<file path="config.mk">
export PLATFORM = sky130hd
export DESIGN_NAME = fetch_unit
export DESIGN_NICKNAME = d
export VERILOG_FILES = /design/src/rtl/fetch_unit_pkg.sv /design/src/rtl/fetch_unit_skid.sv /design/src/rtl/fetch_unit.sv
export SDC_FILE = /design/constraint.sdc
export NUM_CORES = 1
export LEC_CHECK = 0
export BUFFER_PORTS_ARGS = -buffer_cell sky130_fd_sc_hd__buf_2
export CORE_ASPECT_RATIO = 1.75
export CORE_MARGIN = 2
export CORE_UTILIZATION = 55
export CTS_BUF_LIST = sky130_fd_sc_hd__clkbuf_2
export DETAILED_ROUTE_END_ITERATION = 8
export GPL_TIMING_DRIVEN = 0
export PLACE_DENSITY = 0.82
export SETUP_SLACK_MARGIN = 0.4
export SKIP_LAST_GASP = 1
export SLEW_MARGIN = 20
export SYNTH_ARGS = -nofsm -noshare
export SYNTH_HDL_FRONTEND = slang
export SYNTH_SLANG_ARGS = --single-unit
export TNS_END_PERCENT = 10
</file>
<file path="constraint.sdc">
create_clock -name i_clk -period 3.07 [get_ports i_clk]
set_input_delay 0.614 -clock i_clk [delete_from_list [all_inputs] [get_ports i_clk]]
set_output_delay 0.614 -clock i_clk [all_outputs]
set_load 0.01 [all_outputs]
</file>
<file path="src/rtl/fetch_unit_pkg.sv">
// Shared definitions for the instruction-fetch stage: constants, FSM encodings
// and the instruction/PC pair carried through the output and skid registers.
package fetch_unit_pkg;

    localparam logic [31:0] NOP_INSTR_DEF = 32'h0000_0013;
    localparam logic [31:0] RESET_PC_DEF  = 32'h0000_0000;
    localparam logic [31:0] PC_STEP       = 32'd4;
    localparam logic [31:0] WORD_MASK     = 32'hFFFF_FFFC;

    localparam logic [1:0] ST_IDLE  = 2'd0;
    localparam logic [1:0] ST_FETCH = 2'd1;
    localparam logic [1:0] ST_HOLD  = 2'd2;
    localparam logic [1:0] ST_DRAIN = 2'd3;

    typedef struct packed {
        logic [31:0] pc;
        logic [31:0] instr;
    } fetch_word_t;

    function automatic logic [31:0] next_pc(input logic [31:0] pc);
        return pc + PC_STEP;
    endfunction

endpackage

</file>
<file path="src/rtl/fetch_unit_skid.sv">
// One-entry instruction/PC buffer that catches a response arriving while the
// decoder is stalled. Flush wins over load, load wins over unload.
module fetch_skid
    import fetch_unit_pkg::*;
(
    input  logic        i_clk,
    input  logic        i_rst,
    input  logic        i_load,
    input  logic        i_unload,
    input  logic        i_flush,
    input  fetch_word_t i_word,
    output logic        o_valid,
    output fetch_word_t o_word
);

    logic        r_valid;
    fetch_word_t r_word;

    always_ff @(posedge i_clk) begin
        if (i_rst) begin
            r_valid <= 1'b0;
            r_word  <= '0;
        end else if (i_flush) begin
            r_valid <= 1'b0;
        end else if (i_load) begin
            r_valid <= 1'b1;
            r_word  <= i_word;
        end else if (i_unload) begin
            r_valid <= 1'b0;
        end
    end

    assign o_valid = r_valid;
    assign o_word  = r_word;

endmodule

</file>
<file path="src/rtl/fetch_unit.sv">
// Instruction-fetch stage: PC register, req/ack memory FSM, registered decode
// output with a one-entry skid, and redirect with in-flight response discard.
module fetch_unit
    import fetch_unit_pkg::*;
#(
    parameter logic [31:0] RESET_PC  = RESET_PC_DEF,
    parameter logic [31:0] NOP_INSTR = NOP_INSTR_DEF
) (
    input  logic        i_clk,
    input  logic        i_rst,
    output logic        o_imem_req,
    output logic [31:0] o_imem_addr,
    input  logic        i_imem_ack,
    input  logic [31:0] i_imem_rdata,
    input  logic        i_stall,
    input  logic        i_redirect,
    input  logic [31:0] i_redirect_pc,
    output logic [31:0] o_instr,
    output logic [31:0] o_instr_pc,
    output logic        o_instr_valid,
    output logic [1:0]  o_state
);

    logic [1:0]  r_state;
    logic [31:0] r_fetch_pc;
    logic [31:0] r_drain_addr;
    logic [31:0] r_instr;
    logic [31:0] r_instr_pc;
    logic        r_instr_valid;

    logic        w_req;
    logic        w_ack;
    logic        w_consume;
    logic        w_free;
    logic [31:0] w_redirect_target;
    logic        w_skid_load;
    logic        w_skid_unload;
    logic        w_skid_valid;
    fetch_word_t w_skid_in;
    fetch_word_t w_skid_out;

    // Memory handshake: address is the abandoned one while draining, so it
    // never changes under an outstanding request.
    assign w_req       = (r_state == ST_FETCH) || (r_state == ST_DRAIN);
    assign o_imem_req  = w_req;
    assign o_imem_addr = (r_state == ST_DRAIN) ? r_drain_addr : r_fetch_pc;
    assign w_ack       = i_imem_ack && w_req;

    assign w_consume         = r_instr_valid && !i_stall;
    assign w_free            = !r_instr_valid || w_consume;
    assign w_redirect_target = i_redirect_pc & WORD_MASK;

    assign w_skid_in     = '{pc: r_fetch_pc, instr: i_imem_rdata};
    assign w_skid_load   = !i_redirect && (r_state == ST_FETCH) && w_ack && !w_free;
    assign w_skid_unload = !i_redirect && (r_state == ST_HOLD) && w_consume && w_skid_valid;

    fetch_skid u_skid (
        .i_clk    (i_clk),
        .i_rst    (i_rst),
        .i_load   (w_skid_load),
        .i_unload (w_skid_unload),
        .i_flush  (i_redirect),
        .i_word   (w_skid_in),
        .o_valid  (w_skid_valid),
        .o_word   (w_skid_out)
    );

    always_ff @(posedge i_clk) begin
        if (i_rst) begin
            r_state       <= ST_IDLE;
            r_fetch_pc    <= RESET_PC;
            r_drain_addr  <= RESET_PC;
            r_instr       <= NOP_INSTR;
            r_instr_pc    <= RESET_PC;
            r_instr_valid <= 1'b0;
        end else if (i_redirect) begin
            // Flush the output even if it is consumed this cycle.
            r_instr_valid <= 1'b0;
            r_instr       <= NOP_INSTR;
            r_fetch_pc    <= w_redirect_target;
            case (r_state)
                ST_FETCH: begin
                    if (w_ack) begin
                        r_state <= ST_FETCH;
                    end else begin
                        r_state      <= ST_DRAIN;
                        r_drain_addr <= r_fetch_pc;
                    end
                end
                ST_DRAIN: r_state <= ST_DRAIN;
                default:  r_state <= ST_FETCH;
            endcase
        end else begin
            case (r_state)
                ST_IDLE: begin
                    r_state <= ST_FETCH;
                end
                ST_FETCH: begin
                    if (w_ack && w_free) begin
                        r_instr       <= i_imem_rdata;
                        r_instr_pc    <= r_fetch_pc;
                        r_instr_valid <= 1'b1;
                        r_fetch_pc    <= next_pc(r_fetch_pc);
                    end else if (w_ack) begin
                        r_fetch_pc <= next_pc(r_fetch_pc);
                        r_state    <= ST_HOLD;
                    end else if (w_consume) begin
                        r_instr_valid <= 1'b0;
                        r_instr       <= NOP_INSTR;
                    end
                end
                ST_HOLD: begin
                    if (w_consume && w_skid_valid) begin
                        r_instr    <= w_skid_out.instr;
                        r_instr_pc <= w_skid_out.pc;
                        r_state    <= ST_FETCH;
                    end
                end
                ST_DRAIN: begin
                    // Response belongs to the pre-redirect stream; drop it.
                    if (w_ack) begin
                        r_state <= ST_FETCH;
                    end
                end
                default: begin
                    r_state <= ST_IDLE;
                end
            endcase
        end
    end

    assign o_instr       = r_instr;
    assign o_instr_pc    = r_instr_pc;
    assign o_instr_valid = r_instr_valid;
    assign o_state       = r_state;

endmodule

</file>
==> run summary <==
Routing
• **ratio of routed vias to standard cells** 5.87
• **DRT antenna net count** 0
• **average wire per standard cell** 17.6 um
• **number of DRC markers in iteration 0** 583
• **via total after detailed routing** 8637
• **detailed-route wire length** 26000 um
• **Pre-antenna DRT Iters** 8
• **DRC violations left** 0

CTS
• **clock transition time at the flip-flop clock pins of the worst setup and hold paths** 0.31 ns
• **clock latency of the later-clocked register in the worst-skew pair** 0.81 ns
• **total number of clock tree sinks** 188
• **clock buffer depth** 2
• **Clock Root Buffer** sky130_fd_sc_hd__clkbuf_2
• **total clock buffers created by CTS** 17
• **CTS tree** yes
• **CTS H-tree depth** 4

Worst setup path
• **type of the worst setup path** reg -> out
• **critical path endpoint category** primary output
• **Max FO, Critical Path** 6
• **worst flop-to-flop path startpoint** o_state[0]$_SDFFE_PP0P_
• **delay contributed by the slowest stage of the critical path** 0.42 ns
• **data arrival time of the critical path** 2.07 ns
• **kind of start point of the critical path** flip-flop
• **worst setup path startpoint** o_state[0]$_SDFFE_PP0P_
• **worst-path cell with the longest stage delay** sky130_fd_sc_hd__dfxtp_4
• **required arrival time at the worst endpoint** 2.46 ns
• **sequence of cells on the critical path** buf_8 -> nand2_8 -> clkbuf_16 -> mux2_4 -> buf_6

STA
• **setup TNS after final layout** 0 ns
• **final clock period utilization by the worst path** 87.5%
• **final setup slack of the worst path** 0.384 ns
• **achievable frequency** 372 MHz
• **Min Clock Period, post-route** 2.69 ns
• **max-slew violations** 0
• **worst slew margin relative to its limit** 45.3%
• **transition time at the pin with the least slew margin** 0.817 ns
• **hold violation count in the final report** 0
• **number of failing setup endpoints in the final timing report** 0
• **Clock Skews** 0.0647 ns
• **setup repair after global routing missed its margin** yes

Synth
• **compound-gate portion of the synthesized area** 21.0%
• **most area-consuming cells after synthesis** sky130_fd_sc_hd__dfxtp_1 (42%), sky130_fd_sc_hd__nand2_1 (8.8%), sky130_fd_sc_hd__a211oi_1 (8.1%)
• **most used standard cells in the synthesized netlist** sky130_fd_sc_hd__nand2_1 (208), sky130_fd_sc_hd__dfxtp_1 (188), sky130_fd_sc_hd__a21oi_1 (102), sky130_fd_sc_hd__a211oi_1 (96), sky130_fd_sc_hd__clkbuf_1 (86)
• **dominant combinational cell family by area after synthesis** compound AO/OA/AOI/OAI gates
• **Yosys top cell area share** 42.3%
• **largest area contributor in the synthesized netlist** sky130_fd_sc_hd__dfxtp_1
• **count of distinct cell types in the synthesized netlist** 61
• **post-synthesis instance total** 1065
• **Post-Synth XOR/XNOR Area** 0.788%
• **synthesized-area fraction occupied by adder cells** 0.141%
• **prevailing post-synth register cell** sky130_fd_sc_hd__dfxtp_1
• **Ys Warns** 0
• **basic-gate share of the synthesized area counting and, or, nand and nor cells** 19.3%
• **synthesized area** 8890 um^2
• **mux contribution to synthesized area** 7.60%
• **most common cell in the netlist** sky130_fd_sc_hd__nand2_1
• **post-synthesis area per instance** 8.35 um^2
• **number of synthesized flops with an enable pin** 0
• **post-synthesis sequential element count** 188
• **Async S/R FF share, synth** 0%
• **share of synthesized area occupied by flip-flops and latches** 42.3%

Run
• **number of max-cap violations** 0

Floorplanning
• **die height** 172 um
• **horizontal die dimension** 100 um
• **overall die area** 17200 um^2
• **top-level I/O count** 169
• **site row count** 61
• **effective utilization at floorplan** 56.0%
• **Core Footprint** 15900 um^2

Power
• **leakage power** 4.13 nW
• **VDD IR max** 263 uV
• **Power Dens Cells** 425 nW/um^2

Hold path
• **Min-Delay Startpoint** i_redirect_pc[12]
• **class of the tightest hold or removal check** in -> reg

Global routing
• **Overall Global Routing Usage** 30.0%
• **first-pass GRT wire length** 41000 um
• **largest net degree at the start of global routing** 17
• **initial antenna violation count** 1
• **number of global-route vias before repair** 8289
• **total congestion overflow after global routing** 0

Layout
• **number of nets at the end of the flow** 1342
• **share of final-layout standard cells stronger than drive strength 1** 23.6%
• **Area Overhead vs Synth** 21.9%

Placed design
• **detailed placer's ending HPWL** 18700 um
• **routability congestion estimate from global placement** 0.916
• **pre-CTS setup slack** 0.388 ns
• **I/O Buffers** 161

Run status
• **result of the run** finished clean

cell type report:
type	count	area, um^2
buffer	116	671
inverter	44	165
tap	189	236
sequential	188	3770
clock inverter	12	140
clock buffer	17	85.1
timing repair buffer	187	1280
fill	1305	5040
multi-input combinational	718	4490
antenna	1	2.50
cells in the final DEF, fill, tap and decap left out, types with 4 or more instances in the layout:
cell type                       instances
sky130_fd_sc_hd__a211oi_1              96
sky130_fd_sc_hd__a21oi_1              102
sky130_fd_sc_hd__a22oi_1               30
sky130_fd_sc_hd__a311oi_1              12
sky130_fd_sc_hd__and3_1                 4
sky130_fd_sc_hd__buf_2                136
sky130_fd_sc_hd__buf_4                  9
sky130_fd_sc_hd__buf_6                 34
sky130_fd_sc_hd__clkbuf_1              82
sky130_fd_sc_hd__clkbuf_16              5
sky130_fd_sc_hd__clkbuf_2              20
sky130_fd_sc_hd__clkbuf_8               8
sky130_fd_sc_hd__conb_1                 4
sky130_fd_sc_hd__dfxtp_1              186
sky130_fd_sc_hd__dlygate4sd3_1         21
sky130_fd_sc_hd__inv_1                 43
sky130_fd_sc_hd__inv_6                  5
sky130_fd_sc_hd__mux2_2                30
sky130_fd_sc_hd__mux2_4                30
sky130_fd_sc_hd__nand2_1              207
sky130_fd_sc_hd__nand2b_1               5
sky130_fd_sc_hd__nand3_1               12
sky130_fd_sc_hd__nand4_1               12
sky130_fd_sc_hd__nor2_1                28
sky130_fd_sc_hd__nor2b_1                7
sky130_fd_sc_hd__nor3_1                37
sky130_fd_sc_hd__nor4_1                11
sky130_fd_sc_hd__o211ai_1               5
sky130_fd_sc_hd__o21ai_0               10
sky130_fd_sc_hd__o31ai_1                5
sky130_fd_sc_hd__or3_1                  7
sky130_fd_sc_hd__or4_1                  8
sky130_fd_sc_hd__xnor2_1                5
what timing repair did:
action	in CTS	in global routing
hold buffers	20	1
pin swaps	1	0
gates cloned	3	0
gates resized for setup	83	2
endpoints found under the hold margin	20	1
endpoints found under the setup margin	30	61
setup buffers	2	0
critical path: cells and delay by family (launching register included):
family | cells | cell delay [ns]
and+or+nand+nor | 1 | 0.12
buffers and inverters | 3 | 0.42
muxes | 1 | 0.31
DFF | 1 | 0.42
worst paths after layout:
kind / end / slack (ns) / cells after the start
hold reg to reg: u_skid.o_word[26]$_SDFFE_PP0P_ / 0.47 / 2
setup reg to reg: o_instr_pc[18]$_SDFFE_PP0P_ / 0.45 / 7
setup / recovery: o_imem_addr[22] / 0.38 / 5
hold / removal: r_fetch_pc[12]$_SDFFE_PP0P_ / 0.05 / 3
kinds of logic after synthesis:
group	after synthesis
simple gates	365
compound gates	280
flops	188
buf+inv	162
mux	60
xor+xnor	8
fa+ha+maj	1
other cells	1
stage by stage:
step	instance area, um^2	instances	hold slack, ns	total power, W	util (%)
finish	10800	1472	0.0450	0.00461	68.3
global route	10800	1472	0.00122	0.00478	68.3
CTS	10800	1470	0.00109	0.00460	68.2
detailed placement	9950	1418	0.442	0.00327	62.7
global placement	9940	1418	0.438	0.00326	62.6
floorplan	8900	1068	0.431	0.00302	-
per-layer routing:
layer / routed length, um / track usage, % / vias to the layer above
li1: - / - / 4161
met1: 9830 / 32.9 / 4019
met4: 1300 / 16.7 / 0
met3: 1350 / 4.53 / 108
met2: 13500 / 54.7 / 349
met5: 0 / 0 / -
flip-flops by register name, indices dropped and copies added, names as in the netlist:
signal	flops
u_skid.o_word	62
o_instr	32
o_instr_pc	30
r_drain_addr	30
r_fetch_pc	30
o_state	2
o_instr_valid	1
u_skid.o_valid	1
report_power, final:
part	internal [W]	leakage [nW]	switching [W]	total (W)
Combinational	0.000343	2.47	0.000404	0.000747
Sequential	0.00252	1.53	0.0000603	0.00259
Clock	0.000373	0.130	0.000907	0.00128
Total	0.00324	4.13	0.00137	0.00461
Power figures use the tool's default switching activity.
